--- config.mk ---
export PLATFORM = sky130hd
export DESIGN_NAME = mem_stage
export DESIGN_NICKNAME = d
export VERILOG_FILES = /design/src/rtl/mem_stage.sv
export SDC_FILE = /design/constraint.sdc
export NUM_CORES = 1
export LEC_CHECK = 0
export BUFFER_PORTS_ARGS = -buffer_cell sky130_fd_sc_hd__clkbuf_2
export CAP_MARGIN = 20
export CORE_UTILIZATION = 40
export DETAILED_ROUTE_END_ITERATION = 8
export GPL_TIMING_DRIVEN = 1
export HOLD_SLACK_MARGIN = 0.15
export PLACE_DENSITY = 0.67
export SLEW_MARGIN = 5
export SYNTH_ARGS = -nofsm -noshare
export SYNTH_HDL_FRONTEND = slang
export SYNTH_SLANG_ARGS = --single-unit
--- constraint.sdc ---
create_clock -name clk -period 2.05 [get_ports clk]
set_clock_uncertainty 0.2 [all_clocks]
set_input_delay 0.1025 -clock clk [delete_from_list [all_inputs] [get_ports clk]]
set_output_delay 0.1025 -clock clk [all_outputs]
set_load 0.01 [all_outputs]
--- src/rtl/mem_stage.sv ---
// MEM pipeline stage: drives a req/ack data memory for loads/stores, stalls the
// pipe for the access, and holds the MEM/WB register that feeds write-back.
module mem_stage #(
  parameter int unsigned AW      = 10,
  parameter int unsigned TIMEOUT = 16
) (
  input  logic          clk,
  input  logic          clr,
  input  logic          mem_wreg,
  input  logic          mem_m2reg,
  input  logic          mem_wmem,
  input  logic [31:0]   mem_alu,
  input  logic [31:0]   mem_b,
  input  logic [4:0]    mem_rn,
  output logic          dmem_req,
  output logic          dmem_we,
  output logic [AW-1:0] dmem_addr,
  output logic [31:0]   dmem_wdata,
  input  logic [31:0]   dmem_rdata,
  input  logic          dmem_ack,
  output logic          stall,
  output logic          dmem_err,
  output logic          wb_wreg,
  output logic          wb_m2reg,
  output logic [31:0]   wb_mo,
  output logic [31:0]   wb_alu,
  output logic [4:0]    wb_rn
);

  localparam int unsigned CW = $clog2(TIMEOUT);

  typedef enum logic [1:0] {S_IDLE, S_REQ, S_DONE} state_t;

  state_t        state;
  logic [CW-1:0] cnt;
  logic [31:0]   data_q;
  logic          access_c;

  assign access_c = mem_m2reg | mem_wmem;

  // Hold upstream from the access cycle until the handshake has ended.
  assign stall = (state == S_REQ) || ((state == S_IDLE) && access_c);

  always_ff @(posedge clk) begin
    if (clr) begin
      state      <= S_IDLE;
      cnt        <= '0;
      data_q     <= '0;
      dmem_req   <= 1'b0;
      dmem_we    <= 1'b0;
      dmem_addr  <= '0;
      dmem_wdata <= '0;
      dmem_err   <= 1'b0;
      wb_wreg    <= 1'b0;
      wb_m2reg   <= 1'b0;
      wb_mo      <= '0;
      wb_alu     <= '0;
      wb_rn      <= '0;
    end else begin
      case (state)
        S_IDLE: begin
          if (access_c) begin
            state      <= S_REQ;
            cnt        <= '0;
            dmem_req   <= 1'b1;
            dmem_we    <= mem_wmem;
            dmem_addr  <= mem_alu[AW+1:2];
            dmem_wdata <= mem_b;
            wb_wreg    <= 1'b0;
            wb_m2reg   <= 1'b0;
          end else begin
            wb_wreg  <= mem_wreg;
            wb_m2reg <= mem_m2reg;
            wb_alu   <= mem_alu;
            wb_rn    <= mem_rn;
            wb_mo    <= '0;
          end
        end
        S_REQ: begin
          wb_wreg  <= 1'b0;
          wb_m2reg <= 1'b0;
          if (dmem_ack) begin
            state    <= S_DONE;
            data_q   <= dmem_we ? 32'd0 : dmem_rdata;
            dmem_req <= 1'b0;
          end else if (cnt == CW'(TIMEOUT - 1)) begin
            // No ack in time: finish the instruction with zero data and flag it.
            state    <= S_DONE;
            data_q   <= '0;
            dmem_err <= 1'b1;
            dmem_req <= 1'b0;
          end else begin
            cnt <= cnt + CW'(1);
          end
        end
        S_DONE: begin
          state    <= S_IDLE;
          wb_wreg  <= mem_wreg;
          wb_m2reg <= mem_m2reg;
          wb_alu   <= mem_alu;
          wb_rn    <= mem_rn;
          wb_mo    <= data_q;
        end
        default: state <= S_IDLE;
      endcase
    end
  end

endmodule

# Word-level counts from Yosys, hierarchy flattened
# Index checks and enable logic that the tools add are counted.
[op_classes]
n_bitwise = 2
mux = 25
addsub = 1
n_eq_ne = 8
reduce_logical = 14
[ops]
columns = ["operator", "count"]
rows = [
  ["$mux 32", 5],
  ["$pmux 32 s2", 2],
  ["$mux 4", 3],
  ["$pmux 5 s2", 1],
  ["$ne 2x2->1 const B", 4],
  ["$pmux 4 s2", 1],
  ["$reduce_and 2->1", 4],
  ["$mux 2", 3],
  ["$pmux 1 s3", 2],
  ["$reduce_and 3->1", 2],
  ["$reduce_bool 2->1", 3],
  ["$mux 1", 5],
  ["$mux 5", 1],
  ["$add 4x1->4 const B", 1],
  ["$eq 4x4->1 const B", 1],
  ["$pmux 2 s2", 1],
  ["$reduce_and 4->1", 1],
  ["$ne 3x2->1 const B", 1],
  ["$reduce_bool 3->1", 1],
  ["$eq 2x1->1 const B", 1],
  ["$eq 2x2->1 const B", 1],
  ["$logic_not 2->1", 1],
  ["$pmux 1 s2", 1],
  ["$logic_and 1x1->1", 1],
  ["other kinds (3)", 3],
]
[totals]
regBits = 154
out_inout_bits = 117
input_bits = 107

# Depth between registers and ports, before layout
# Gate-level depths: netlist of the first run.
[depth]
depth_word = 4
mapped_depth = 10
depth_no_buf = 6

# Least setup slack after synthesis of the first run
# Ideal clock, no wire load.
[synth_path]
kind = "flip-flop to flip-flop"
from = "register state[0]"
to = "register cnt[3]"
arrival_ps = 1787
path_slack_ps = -7
n_path_buf = 1
setup_time_ps = 70
period_less_slack_ps = 2057
path_stages_with_launch = 8
cell_sequence = "dfxtp_1 inv_1 ha_1 buf_6 or3b_4 o2111ai_4 or4_1 a21oi_1"
[synth_between]
elab_chain_len = 3
word_cells_on_any_way = 8
[synth_lines]
columns = ["item", "line_no", "source"]
rows = [
  ["start, declared", "34", "state_t state;"],
  ["start signal, assigned", "46", "state <= S_IDLE;"],
  ["start signal, assigned", "63", "state <= S_REQ;"],
  ["start signal, assigned", "83", "state <= S_DONE;"],
  ["$eq 2x1->1 / $logic_not 2->1 (equally long branches)", "60", "case (state)"],
  ["$ne 2x2->1 (no source line) / $reduce_bool 2->1 (equally long branches)", "-", ""],
  ["$reduce_and 4->1 (no source line)", "-", ""],
  ["end signal, assigned", "93", "cnt <= cnt + CW'(1);"],
  ["end, declared", "35", "logic [CW-1:0] cnt;"],
]
# Parallel ways exist; a longest one is shown, timed or not.
# A chain may end at the register's enable or synchronous reset.

# Final worst setup path of the first run
[layout_path]
from = "register state[0]"
to = "register wb_mo[16]"
[layout_between]
elab_chain_len = 3
word_cells_on_any_way = 6
[layout_lines]
columns = ["item", "line_no", "source"]
rows = [
  ["$eq 2x2->1 / $logic_not 2->1 (equally long branches)", "60", ""],
  ["$reduce_bool 2->1 (no source line) / $ne 2x2->1 (equally long branches)", "-", ""],
  ["$reduce_and 2->1 (no source line)", "-", ""],
  ["end signal, assigned", "102", "wb_mo <= data_q;"],
  ["end, declared", "25", "output logic [31:0] wb_mo,"],
]
# Parallel ways exist; a longest one is shown, timed or not.

==> results of run 1 <==
-- cells in the mapped netlist (2+ instances only) --
master | instances | share of area, %
sky130_fd_sc_hd__buf_2 | 8 | 0.70
sky130_fd_sc_hd__mux2i_1 | 3 | 0.53
sky130_fd_sc_hd__a21oi_1 | 119 | 10
sky130_fd_sc_hd__nand4b_1 | 32 | 4.9
sky130_fd_sc_hd__a22oi_1 | 32 | 4.2
sky130_fd_sc_hd__or2_2 | 2 | 0.22
sky130_fd_sc_hd__dfxtp_1 | 154 | 54
sky130_fd_sc_hd__buf_1 | 3 | 0.20
sky130_fd_sc_hd__o21a_1 | 2 | 0.26
sky130_fd_sc_hd__o21ai_1 | 2 | 0.18
sky130_fd_sc_hd__clkbuf_1 | 37 | 2.4
sky130_fd_sc_hd__nor2_1 | 41 | 2.7
sky130_fd_sc_hd__nand2_1 | 199 | 13
sky130_fd_sc_hd__nand3_1 | 3 | 0.26
sky130_fd_sc_hd__ha_1 | 7 | 1.5
sky130_fd_sc_hd__o21ai_0 | 3 | 0.26
sky130_fd_sc_hd__buf_6 | 6 | 1.2
sky130_fd_sc_hd__inv_1 | 4 | 0.26
-- worst max-delay path by stage --
stage / start / endpoint / depth (start not counted)
after floorplan: state[1] / wb_alu[21] / 10
after global placement: state[0] / cnt[3] / 6
after detailed placement: state[0] / cnt[3] / 6
after CTS: state[0] / stall / 7
after global routing: state[0] / dmem_wdata[16] / 7
final: state[0] / wb_mo[16] / 7
-- sequential cells by signal, summed over array words and instances, names as in the netlist --
signal      cells
data_q         32
dmem_wdata     32
wb_alu         32
wb_mo          32
dmem_addr      10
wb_rn           5
cnt             4
state           2
dmem_err        1
dmem_req        1
dmem_we         1
wb_m2reg        1
wb_wreg         1
-- where the power goes --
group          switching, mW  internal [mW]
clock                   1.33           1.98
combinational           1.08          0.880
sequential             0.136           3.26
-- stage by stage --
stage	area (sq um)	util (%)
floorplan	5687	-
global placement	7059	50.86
detailed placement	7059	50.86
CTS	8811	63.48
global route	8847	63.74
finish	8847	63.74
-- routing by layer --
| layer | routed length (microns) | part of all wire (%) |
|---|---|---|
| met5 | 0 | 0 |
| met4 | 556 | 3.2 |
| met3 | 1142 | 6.5 |
| met2 | 8373 | 48 |
| met1 | 7371 | 42 |
-- kinds of logic (layout without fill, tap and decap cells) --
group | count (synthesis) | in the layout | share of synthesized area (%)
and+or+nand+nor | 287 | 287 | 22.51
AOI/OAI and AO/OA | 162 | 162 | 16.26
DFF | 154 | 154 | 54.23
buffers and inverters | 59 | 388 | 4.929
adders and majority gates | 7 | 7 | 1.540
muxes | 3 | 3 | 0.5282
-- worst max-delay path: stages, from the launching register on --
cell and delay (ns):
sky130_fd_sc_hd__dfxtp_4 0.36, sky130_fd_sc_hd__inv_1 0.09, sky130_fd_sc_hd__ha_1 0.16, sky130_fd_sc_hd__or3b_4 0.43, sky130_fd_sc_hd__o21a_2 0.18, sky130_fd_sc_hd__buf_12 0.19, sky130_fd_sc_hd__a22oi_1 0.15, sky130_fd_sc_hd__nor2_1 0.07
-- placed cells by master, fill, tap and decap left out, types with 2 or more instances in the layout --
master                          instances
sky130_fd_sc_hd__clkinvlp_4             2
sky130_fd_sc_hd__nand2_1              199
sky130_fd_sc_hd__o21ai_0                3
sky130_fd_sc_hd__or2_2                  2
sky130_fd_sc_hd__buf_12                10
sky130_fd_sc_hd__a21oi_1              119
sky130_fd_sc_hd__clkinv_4               4
sky130_fd_sc_hd__a22oi_2                3
sky130_fd_sc_hd__nand3_1                3
sky130_fd_sc_hd__bufbuf_16              2
sky130_fd_sc_hd__mux2i_1                3
sky130_fd_sc_hd__buf_4                 11
sky130_fd_sc_hd__inv_1                  4
sky130_fd_sc_hd__bufinv_16              3
sky130_fd_sc_hd__o21ai_4                2
sky130_fd_sc_hd__a22oi_1               29
sky130_fd_sc_hd__dlygate4sd3_1        106
sky130_fd_sc_hd__inv_6                  4
sky130_fd_sc_hd__ha_1                   7
sky130_fd_sc_hd__clkbuf_2             222
sky130_fd_sc_hd__nor2_1                40
sky130_fd_sc_hd__dfxtp_1              153
sky130_fd_sc_hd__nand4b_1              32
sky130_fd_sc_hd__clkbuf_16             17
-- what timing repair did --
| item | CTS | global route |
|---|---|---|
| hold buffers | 106 | 0 |
| hold endpoints to repair | 154 | 0 |
| pin swaps | 0 | 1 |
| gates cloned | 2 | 0 |
| resized for setup | 0 | 5 |
| endpoints found under the setup margin | 1 | 33 |
| buffers inserted | 0 | 2 |
-- area by class of cell --
cell class / count / area (sq um)
Fill cell: 1126 / 5034
Sequential cell: 154 / 3087
Timing Repair Buffer: 352 / 2531
Multi-Input combinational cell: 459 / 2364
Clock buffer: 18 / 439.2
Tap cell: 180 / 225.2
Clock inverter: 14 / 186.4
Inverter: 4 / 15.01
==> impl_metrics.xml, run 1 <==
<?xml version="1.0" encoding="UTF-8"?>
<metrics>
  <group name="status">
    <metric name="outcome" unit="">completed</metric>
  </group>
  <group name="final_layout">
    <metric name="finalNetCount" unit="">1102</metric>
    <metric name="post_layout_nonfiller_instances" unit="">1181</metric>
    <metric name="area_delta_synth_final" unit="%">55.61</metric>
    <metric name="drive_above_1_share" unit="%">29.17</metric>
    <metric name="num_antenna_cells" unit="">0</metric>
  </group>
  <group name="logic_synthesis">
    <metric name="syn-num-nets" unit="">786</metric>
    <metric name="netlist_area" unit="sq mm">0.005685</metric>
    <metric name="avg_inst_size_synth" unit="sq um">8.460</metric>
    <metric name="yosysUniqueCellTypes" unit="">33</metric>
    <metric name="synth.yosys.seq_area_share" unit="%">54.23</metric>
    <metric name="netlist_instances" unit="">672</metric>
    <metric name="yosys_warnings" unit="">0</metric>
    <metric name="ys_async_sr_fraction" unit="%">0</metric>
    <metric name="synth_enable_flop_cells" unit="">0</metric>
    <metric name="synth-main-ff-cell" unit="">sky130_fd_sc_hd__dfxtp_1</metric>
    <metric name="yosys_register_bits" unit="">154</metric>
  </group>
  <group name="sta">
    <metric name="timing.final.setup_violations" unit="">0</metric>
    <metric name="max_slew_margin" unit="%">69.37</metric>
    <metric name="min_period" unit="ns">1.971</metric>
    <metric name="worst_slack" unit="ns">0.07890</metric>
    <metric name="rsz0062_at_grt" unit="">yes</metric>
    <metric name="timing_max_transition_violations_final" unit="">0</metric>
    <metric name="period_share" unit="%">96.15</metric>
    <metric name="hold_ws" unit="ns">0.2456</metric>
    <metric name="worst_pin_slew" unit="ns">0.4594</metric>
    <metric name="fmax" unit="MHz">507.3</metric>
    <metric name="totalNegativeSetupSlack" unit="ns">0</metric>
    <metric name="finalHoldViolCount" unit="">0</metric>
  </group>
  <group name="global_route">
    <metric name="groute.layer.met1.usage" unit="%">27.48</metric>
    <metric name="maximum_number_of_pins_on_one_net_before_global_route_repair" unit="">50</metric>
    <metric name="first_pass_grt_wire_length" unit="microns">26990</metric>
    <metric name="globalRouteTotalUtil" unit="%">23.47</metric>
    <metric name="grt_overflow" unit="">0</metric>
    <metric name="grt_pass1_vias" unit="">5615</metric>
    <metric name="antenna_violations_before_repair" unit="">0</metric>
    <metric name="use_met2" unit="%">38.79</metric>
    <metric name="grt.met3_usage" unit="%">6.532</metric>
    <metric name="busiest_layer" unit="">met2</metric>
  </group>
  <group name="cts">
    <metric name="cts_sinks" unit="">154</metric>
    <metric name="max-clock-path-buffers" unit="">2</metric>
    <metric name="cts_inserted_buffers" unit="">17</metric>
    <metric name="clk_pin_slew" unit="ns">0.07</metric>
    <metric name="tritoncts" unit="">yes</metric>
    <metric name="insertion_delay" unit="ns">0.42</metric>
    <metric name="clock_tree.root_cell" unit="">sky130_fd_sc_hd__clkbuf_16</metric>
    <metric name="cts-htree-levels" unit="">4</metric>
  </group>
  <group name="worst_setup_path">
    <metric name="worst-setup-path-type" unit="">reg -&gt; reg</metric>
    <metric name="cp_data_required_time" unit="ns">2.14</metric>
    <metric name="critical_path.reg2reg.startpoint" unit="">state[0]</metric>
    <metric name="rr_endpoint" unit="">wb_mo[16]</metric>
    <metric name="r2r_slack" unit="ns">0.08</metric>
    <metric name="worst-path-max-fanout" unit="">41</metric>
    <metric name="timing.reg2reg.worst_path_depth" unit="">7</metric>
    <metric name="startpoint_class_of_the_critical_path" unit="">flip-flop</metric>
    <metric name="worst_setup_path_end_kind" unit="">flip-flop</metric>
    <metric name="critPathArrivalTime" unit="ns">2.06</metric>
  </group>
  <group name="floorplanning">
    <metric name="effective_utilization_at_floorplan" unit="%">40.96</metric>
    <metric name="floorplan_die_height" unit="microns">121.2</metric>
    <metric name="design.die.area" unit="sq mm">0.01469</metric>
    <metric name="fp.coreArea" unit="sq mm">0.01388</metric>
    <metric name="die_x" unit="microns">121.2</metric>
    <metric name="count_of_pins_on_the_block_boundary" unit="">224</metric>
    <metric name="floorplan.rows" unit="">43</metric>
  </group>
  <group name="power_and_ir_drop">
    <metric name="post-layout-total-power" unit="mW">8.669</metric>
    <metric name="worst_ir_drop_vdd" unit="mV">0.6049</metric>
    <metric name="power.leakage" unit="nW">3.808</metric>
    <metric name="p_per_area" unit="mW/mm^2">979.9</metric>
  </group>
  <group name="worst_hold_path">
    <metric name="worstHoldEndpoint" unit="">dmem_wdata[5]</metric>
    <metric name="startpoint_of_the_most_critical_hold_path" unit="">mem_b[5]</metric>
    <metric name="worstHoldPathCells" unit="">4</metric>
    <metric name="min-delay-path-class" unit="">in -&gt; reg</metric>
  </group>
  <group name="drt">
    <metric name="via_per_inst" unit="">4.958</metric>
    <metric name="drc" unit="">0</metric>
    <metric name="detail_route.wirelength" unit="microns">17440</metric>
    <metric name="ant_nets" unit="">0</metric>
    <metric name="dr_total_vias" unit="">5855</metric>
    <metric name="drt-pass1-iter-count" unit="">5</metric>
    <metric name="detailedRoute.firstIterationViolations" unit="">301</metric>
    <metric name="routedWlPerCell" unit="microns">14.77</metric>
  </group>
  <group name="job">
    <metric name="maxCapViolations" unit="">0</metric>
  </group>
  <group name="placed_design">
    <metric name="worst_slack_at_placement" unit="ns">0.05892</metric>
    <metric name="gp_congestion" unit="">0.7640</metric>
    <metric name="place_inst" unit="">1039</metric>
    <metric name="half_perimeter_wire_length_of_the_detailed_placement_result" unit="microns">9730</metric>
    <metric name="buffer_ports.inserted" unit="">223</metric>
  </group>
</metrics>
Power figures use the tool's default switching activity.
==> inputs of run 2 (changes only) <==
--- a/config.mk
+++ b/config.mk
@@ -11,6 +11,7 @@
 export DETAILED_ROUTE_END_ITERATION = 8
 export GPL_TIMING_DRIVEN = 1
 export HOLD_SLACK_MARGIN = 0.15
+export MAX_ROUTING_LAYER = met4
 export PLACE_DENSITY = 0.67
 export SLEW_MARGIN = 5
 export SYNTH_ARGS = -nofsm -noshare
==> constraint.sdc (replaced) <==
create_clock -name clk -period 2.05 [get_ports clk]
set_clock_uncertainty 0.2 [all_clocks]
set_input_delay 0.1025 -clock clk [delete_from_list [all_inputs] [get_ports clk]]
set_output_delay 0.1025 -clock clk [all_outputs]
set_load 0.005 [all_outputs]
==> impl_metrics.xml, run 2 (synthesized netlist as in run 1, its figures left out) <==
<?xml version="1.0" encoding="UTF-8"?>
<metrics>
  <group name="status">
    <metric name="outcome" unit="">completed</metric>
  </group>
  <group name="floorplanning">
    <metric name="die_x" unit="microns">121.2</metric>
    <metric name="floorplan_die_height" unit="microns">121.2</metric>
    <metric name="effective_utilization_at_floorplan" unit="%">40.96</metric>
    <metric name="floorplan.rows" unit="">43</metric>
    <metric name="count_of_pins_on_the_block_boundary" unit="">224</metric>
    <metric name="fp.coreArea" unit="sq mm">0.01388</metric>
    <metric name="design.die.area" unit="sq mm">0.01469</metric>
  </group>
  <group name="sta">
    <metric name="min_period" unit="ns">1.963</metric>
    <metric name="worst_slack" unit="ns">0.08672</metric>
    <metric name="rsz0062_at_grt" unit="">no</metric>
    <metric name="period_share" unit="%">95.77</metric>
    <metric name="finalHoldViolCount" unit="">0</metric>
    <metric name="worst_pin_slew" unit="ns">0.4276</metric>
    <metric name="max_slew_margin" unit="%">71.24</metric>
    <metric name="fmax" unit="MHz">509.4</metric>
    <metric name="hold_ws" unit="ns">0.2386</metric>
    <metric name="timing.final.setup_violations" unit="">0</metric>
    <metric name="totalNegativeSetupSlack" unit="ns">0</metric>
    <metric name="timing_max_transition_violations_final" unit="">0</metric>
  </group>
  <group name="global_route">
    <metric name="grt_overflow" unit="">0</metric>
    <metric name="antenna_violations_before_repair" unit="">0</metric>
    <metric name="first_pass_grt_wire_length" unit="microns">27040</metric>
    <metric name="maximum_number_of_pins_on_one_net_before_global_route_repair" unit="">50</metric>
    <metric name="grt_pass1_vias" unit="">5618</metric>
    <metric name="globalRouteTotalUtil" unit="%">24.23</metric>
  </group>
  <group name="worst_setup_path">
    <metric name="timing.critical_path.max_delay_family" unit="">simple AND/OR/NAND/NOR gates</metric>
    <metric name="worst-setup-path-type" unit="">reg -&gt; reg</metric>
    <metric name="cp_data_required_time" unit="ns">2.15</metric>
    <metric name="cpMaxStageDelayCell" unit="">sky130_fd_sc_hd__or3b_4</metric>
    <metric name="worstPathCellList" unit="">inv_1, ha_1, or3b_4, o21a_2, buf_12, a22oi_1, nor2_1</metric>
    <metric name="critical_path.startpoint" unit="">state[0]</metric>
    <metric name="worst-path-max-fanout" unit="">41</metric>
    <metric name="startpoint_class_of_the_critical_path" unit="">flip-flop</metric>
    <metric name="critical_path.reg2reg.startpoint" unit="">state[0]</metric>
    <metric name="max_stage_delay" unit="ns">0.43</metric>
    <metric name="worst_setup_path_end_kind" unit="">flip-flop</metric>
    <metric name="critPathArrivalTime" unit="ns">2.06</metric>
    <metric name="path_buf_inv" unit="">2</metric>
  </group>
  <group name="drt">
    <metric name="via_per_inst" unit="">4.972</metric>
    <metric name="drc" unit="">0</metric>
    <metric name="routedWlPerCell" unit="microns">14.86</metric>
    <metric name="detailedRoute.firstIterationViolations" unit="">297</metric>
    <metric name="ant_nets" unit="">0</metric>
    <metric name="detail_route.wirelength" unit="microns">17540</metric>
    <metric name="dr_total_vias" unit="">5872</metric>
    <metric name="drt-pass1-iter-count" unit="">6</metric>
  </group>
  <group name="cts">
    <metric name="insertion_delay" unit="ns">0.43</metric>
    <metric name="clock_tree.root_cell" unit="">sky130_fd_sc_hd__clkbuf_16</metric>
    <metric name="cts_sinks" unit="">154</metric>
    <metric name="cts-htree-levels" unit="">4</metric>
    <metric name="cts_inserted_buffers" unit="">17</metric>
    <metric name="max-clock-path-buffers" unit="">2</metric>
    <metric name="clk_pin_slew" unit="ns">0.07</metric>
    <metric name="tritoncts" unit="">yes</metric>
  </group>
  <group name="power_and_ir_drop">
    <metric name="power_frac_seq" unit="%">39.5</metric>
    <metric name="internal-power" unit="mW">6.118</metric>
    <metric name="comb_power_share" unit="%">22.0</metric>
    <metric name="power_switching_share" unit="%">28.82</metric>
    <metric name="worst_ir_drop_vdd" unit="mV">0.6108</metric>
    <metric name="power.net_switching" unit="mW">2.477</metric>
    <metric name="p_per_area" unit="mW/mm^2">970.4</metric>
    <metric name="power.clock.fraction" unit="%">38.5</metric>
    <metric name="post-layout-total-power" unit="mW">8.594</metric>
    <metric name="power.leakage" unit="nW">3.810</metric>
  </group>
  <group name="placed_design">
    <metric name="dpl-instance-area" unit="sq mm">0.007059</metric>
    <metric name="place_inst" unit="">1039</metric>
    <metric name="buffer_ports.inserted" unit="">223</metric>
    <metric name="worst_slack_at_placement" unit="ns">0.05892</metric>
    <metric name="half_perimeter_wire_length_of_the_detailed_placement_result" unit="microns">9730</metric>
    <metric name="gp_congestion" unit="">0.7741</metric>
  </group>
  <group name="final_layout">
    <metric name="final_common_cell" unit="">sky130_fd_sc_hd__clkbuf_2</metric>
    <metric name="finish.utilization" unit="%">63.80</metric>
    <metric name="post_layout_nonfiller_instances" unit="">1181</metric>
    <metric name="layout.cells.most_common_list" unit="">sky130_fd_sc_hd__clkbuf_2 (222), sky130_fd_sc_hd__nand2_1 (199), sky130_fd_sc_hd__dfxtp_1 (153)</metric>
    <metric name="finalNetCount" unit="">1102</metric>
    <metric name="area_delta_synth_final" unit="%">55.77</metric>
    <metric name="drive_above_1_share" unit="%">29.27</metric>
    <metric name="postLayoutCellArea" unit="sq mm">0.008856</metric>
    <metric name="num_antenna_cells" unit="">0</metric>
  </group>
  <group name="job">
    <metric name="maxCapViolations" unit="">0</metric>
  </group>
  <group name="worst_hold_path">
    <metric name="min-delay-path-class" unit="">in -&gt; reg</metric>
    <metric name="startpoint_of_the_most_critical_hold_path" unit="">mem_b[5]</metric>
  </group>
</metrics>
[run 2: cell counts in the layout (fill, tap and decap cells not counted)]
No cell type changed its count.
[run 2: cell type report]
| class | count | area (sq um) |
|---|---|---|
| Fill cell | 1125 | 5025 |
| Sequential cell | 154 | 3087 |
| Timing Repair Buffer | 352 | 2535 |
| Multi-Input combinational cell | 459 | 2369 |
| Clock buffer | 18 | 439.2 |
| Tap cell | 180 | 225.2 |
| Clock inverter | 14 | 186.4 |
| Inverter | 4 | 15.01 |
[run 2: worst paths after layout]
check / end / slack, ns / cells past startpoint
worst min-delay path: dmem_wdata[5] / 0.24 / 4
worst max-delay path: wb_mo[16] / 0.09 / 7
worst min register to register: wb_alu[27] / 0.25 / 2
worst max register to register: wb_mo[16] / 0.09 / 7
[run 2: power by group through the flow]
stage | registers (mW) | clock network (mW) | logic [mW]
2_1_floorplan | 3.46 | 0 | 0.902
3_3_place_gp | 3.44 | 0 | 1.56
3_5_place_dp | 3.45 | 0 | 1.57
4_1_cts | 3.39 | 3.37 | 1.84
5_1_grt | 3.42 | 3.49 | 2.05
6_report | 3.39 | 3.31 | 1.89
[run 2: timing repair]
action	4_1_cts	5_1_grt
pin swaps	0	1
hold buffers	106	0
hold endpoints to repair	154	0
gates cloned	2	0
gates resized for setup	0	7
setup buffers	0	2
endpoints found under the setup margin	1	33
[run 2: worst min-delay path: stages]
cell	delay, ns
sky130_fd_sc_hd__dlygate4sd3_1	0.53
sky130_fd_sc_hd__clkbuf_2	0.10
sky130_fd_sc_hd__nand2_1	0.05
sky130_fd_sc_hd__a21oi_1	0.05
[run 2: metal layers]
metal	vias to the layer above	share of wire, %	global-route usage [%]
li1	2902	-	-
met1	2713	43	28.19
met2	216	48	38.82
met3	41	6.1	6.720
met4	0	2.7	11.11
met5	-	0	-
==> inputs of run 3 (changes only) <==
--- a/config.mk
+++ b/config.mk
@@ -8,11 +8,13 @@
 export BUFFER_PORTS_ARGS = -buffer_cell sky130_fd_sc_hd__clkbuf_2
 export CAP_MARGIN = 20
 export CORE_UTILIZATION = 40
+export CTS_CLUSTER_DIAMETER = 40
 export DETAILED_ROUTE_END_ITERATION = 8
 export GPL_TIMING_DRIVEN = 1
 export HOLD_SLACK_MARGIN = 0.15
 export MAX_ROUTING_LAYER = met4
 export PLACE_DENSITY = 0.67
+export SETUP_SLACK_MARGIN = 0.4
 export SLEW_MARGIN = 5
 export SYNTH_ARGS = -nofsm -noshare
 export SYNTH_HDL_FRONTEND = slang
==> impl_metrics.xml, run 3 (synthesized netlist as in run 1, its figures left out) <==
<?xml version="1.0" encoding="UTF-8"?>
<metrics>
  <group name="power_and_ir_drop">
    <metric name="comb_power_share" unit="%">30.3</metric>
    <metric name="power.net_switching" unit="mW">2.806</metric>
    <metric name="power_switching_share" unit="%">29.44</metric>
    <metric name="power.clock.fraction" unit="%">33.5</metric>
    <metric name="worst_ir_drop_vdd" unit="mV">0.5761</metric>
    <metric name="p_per_area" unit="mW/mm^2">956.5</metric>
    <metric name="power.leakage" unit="nW">4.246</metric>
    <metric name="power_frac_seq" unit="%">36.2</metric>
    <metric name="internal-power" unit="mW">6.726</metric>
  </group>
  <group name="sta">
    <metric name="min_period" unit="ns">1.914</metric>
    <metric name="rsz0062_at_grt" unit="">yes</metric>
    <metric name="finalHoldViolCount" unit="">0</metric>
    <metric name="period_share" unit="%">93.36</metric>
    <metric name="fmax" unit="MHz">522.5</metric>
    <metric name="max_slew_margin" unit="%">69.71</metric>
    <metric name="totalNegativeSetupSlack" unit="ns">0</metric>
    <metric name="timing_max_transition_violations_final" unit="">0</metric>
    <metric name="worst_pin_slew" unit="ns">0.4544</metric>
    <metric name="timing.final.setup_violations" unit="">0</metric>
  </group>
  <group name="worst_hold_path">
    <metric name="worstHoldEndpoint" unit="">dmem_addr[6]</metric>
    <metric name="worstHoldPathCells" unit="">5</metric>
    <metric name="startpoint_of_the_most_critical_hold_path" unit="">mem_m2reg</metric>
    <metric name="min-delay-path-class" unit="">in -&gt; reg</metric>
  </group>
  <group name="placed_design">
    <metric name="buffer_ports.inserted" unit="">223</metric>
    <metric name="half_perimeter_wire_length_of_the_detailed_placement_result" unit="microns">9752</metric>
    <metric name="gp_congestion" unit="">0.7439</metric>
    <metric name="dpl-instance-area" unit="sq mm">0.007061</metric>
  </group>
  <group name="global_route">
    <metric name="maximum_number_of_pins_on_one_net_before_global_route_repair" unit="">54</metric>
    <metric name="first_pass_grt_wire_length" unit="microns">30300</metric>
    <metric name="grt_pass1_vias" unit="">5983</metric>
    <metric name="globalRouteTotalUtil" unit="%">27.48</metric>
    <metric name="grt_overflow" unit="">0</metric>
    <metric name="antenna_violations_before_repair" unit="">0</metric>
  </group>
  <group name="job">
    <metric name="maxCapViolations" unit="">0</metric>
  </group>
  <group name="worst_setup_path">
    <metric name="startpoint_class_of_the_critical_path" unit="">flip-flop</metric>
    <metric name="worst-path-max-fanout" unit="">5</metric>
    <metric name="timing.reg2reg.worst_path_depth" unit="">8</metric>
    <metric name="r2r_slack" unit="ns">0.14</metric>
    <metric name="worst-setup-path-type" unit="">reg -&gt; reg</metric>
    <metric name="critPathArrivalTime" unit="ns">2.01</metric>
    <metric name="worst_setup_path_end_kind" unit="">flip-flop</metric>
    <metric name="cp_data_required_time" unit="ns">2.15</metric>
    <metric name="rr_endpoint" unit="">wb_rn[1]</metric>
    <metric name="critical_path.reg2reg.startpoint" unit="">state[0]</metric>
  </group>
  <group name="final_layout">
    <metric name="nFillCells" unit="">962</metric>
    <metric name="finalNetCount" unit="">1139</metric>
    <metric name="postLayoutCellArea" unit="sq mm">0.009965</metric>
    <metric name="multi_input_comb_area" unit="sq mm">0.002839</metric>
    <metric name="final_common_cell" unit="">sky130_fd_sc_hd__clkbuf_2</metric>
    <metric name="drive_above_1_share" unit="%">42.39</metric>
    <metric name="layout.cells.most_common_list" unit="">sky130_fd_sc_hd__clkbuf_2 (222), sky130_fd_sc_hd__dfxtp_1 (150), sky130_fd_sc_hd__nand2_1 (138)</metric>
    <metric name="finish.utilization" unit="%">71.79</metric>
    <metric name="ff_latch_area" unit="sq mm">0.003093</metric>
    <metric name="area_delta_synth_final" unit="%">75.26</metric>
    <metric name="num_antenna_cells" unit="">0</metric>
  </group>
  <group name="floorplanning">
    <metric name="fp.coreArea" unit="sq mm">0.01388</metric>
    <metric name="die_x" unit="microns">121.2</metric>
    <metric name="effective_utilization_at_floorplan" unit="%">40.96</metric>
    <metric name="floorplan.rows" unit="">43</metric>
    <metric name="count_of_pins_on_the_block_boundary" unit="">224</metric>
    <metric name="floorplan_die_height" unit="microns">121.2</metric>
    <metric name="design.die.area" unit="sq mm">0.01469</metric>
  </group>
  <group name="cts">
    <metric name="clock_tree.root_cell" unit="">sky130_fd_sc_hd__clkbuf_16</metric>
    <metric name="clk_pin_slew" unit="ns">0.06</metric>
    <metric name="insertion_delay" unit="ns">0.42</metric>
    <metric name="tritoncts" unit="">yes</metric>
    <metric name="max-clock-path-buffers" unit="">2</metric>
    <metric name="cts_inserted_buffers" unit="">17</metric>
    <metric name="cts-htree-levels" unit="">4</metric>
    <metric name="cts_sinks" unit="">154</metric>
  </group>
  <group name="drt">
    <metric name="ant_nets" unit="">0</metric>
    <metric name="drt-pass1-iter-count" unit="">5</metric>
    <metric name="detail_route.wirelength" unit="microns">20560</metric>
    <metric name="routedWlPerCell" unit="microns">16.88</metric>
    <metric name="dr_total_vias" unit="">6205</metric>
    <metric name="via_per_inst" unit="">5.094</metric>
    <metric name="detailedRoute.firstIterationViolations" unit="">392</metric>
    <metric name="drc" unit="">0</metric>
  </group>
  <group name="status">
    <metric name="outcome" unit="">completed</metric>
  </group>
</metrics>
[run 3: changes by cell type in the layout (fill, tap and decap cells not counted), moves of 4 or more]
cell	previous run	this run
sky130_fd_sc_hd__nand2_4	0	18
sky130_fd_sc_hd__nand2_1	199	138
sky130_fd_sc_hd__clkinv_4	4	0
sky130_fd_sc_hd__buf_6	2	7
sky130_fd_sc_hd__buf_4	10	18
sky130_fd_sc_hd__a22oi_2	4	15
sky130_fd_sc_hd__buf_16	0	12
sky130_fd_sc_hd__a21oi_2	0	24
sky130_fd_sc_hd__clkbuf_8	1	5
sky130_fd_sc_hd__nand2_2	0	43
sky130_fd_sc_hd__a21oi_1	119	95
sky130_fd_sc_hd__buf_8	0	6
sky130_fd_sc_hd__a22oi_1	28	17
sky130_fd_sc_hd__buf_12	10	16
[run 3: worst max-delay path, stage by stage (launching register included)]
cell                        delay (ns)
sky130_fd_sc_hd__dfxtp_4          0.36
sky130_fd_sc_hd__inv_4            0.07
sky130_fd_sc_hd__ha_4             0.12
sky130_fd_sc_hd__or3b_4           0.42
sky130_fd_sc_hd__o21a_4           0.19
sky130_fd_sc_hd__buf_6            0.15
sky130_fd_sc_hd__clkbuf_16        0.17
sky130_fd_sc_hd__nand2_2          0.06
sky130_fd_sc_hd__a21oi_1          0.05
[run 3: repair_timing]
item / 4_1_cts / 5_1_grt
cloned: 12 / 3
hold buffers: 106 / 0
buffers inserted: 24 / 4
pin swaps: 40 / 38
gates resized for setup: 82 / 93
endpoints found under the setup margin: 151 / 149
endpoints found under the hold margin: 154 / 0
[run 3: layout make-up]
cell class / instances / share of cell area (%)
clock buffer: 23 / 4.997
sequential: 154 / 31.04
multi-input combinational: 459 / 28.49
timing repair buffer: 389 / 31.88
inverter: 4 / 0.2260
clock inverter: 9 / 1.105
tap: 180 / 2.260
[run 3: per-stage QoR]
stage / setup WS [ns] / total power [mW] / hold WS (ns) / std cells
after floorplan: 0.07705 / 4.405 / 0.03847 / 672
after global placement: 0.1625 / 5.009 / 0.1264 / 1037
after detailed placement: 0.1111 / 5.041 / 0.1300 / 1037
after CTS: 0.1759 / 9.252 / 0.1923 / 1211
after global routing: 0.07381 / 9.903 / 0.2230 / 1218
final: 0.1362 / 9.531 / 0.2190 / 1218
[run 3: layer usage]
metal | share of wire, % | global-route usage (%)
met3 | 7.0 | 6.955
met4 | 1.1 | 10.03
met1 | 41 | 31.90
met2 | 51 | 45.82
met5 | 0 | -
[run 3: power groups by stage]
stage,logic (mW),clock network (mW),registers (mW)
finish,2.89,3.19,3.45
detailed placement,1.58,0,3.46
global route,3.07,3.36,3.48
floorplan,0.938,0,3.47
global placement,1.56,0,3.45
CTS,2.61,3.23,3.41
[run 3: worst max path at each step]
stage | startpoint | endpoint | slack, ns | depth (start not counted)
after floorplan | state[1] | wb_alu[21] | 0.08 | 10
after global placement | state[0] | cnt[3] | 0.16 | 6
after detailed placement | state[0] | cnt[3] | 0.11 | 6
after CTS | state[1] | wb_rn[0] | 0.18 | 8
after global routing | state[0] | cnt[0] | 0.07 | 8
final | state[0] | wb_rn[1] | 0.14 | 8
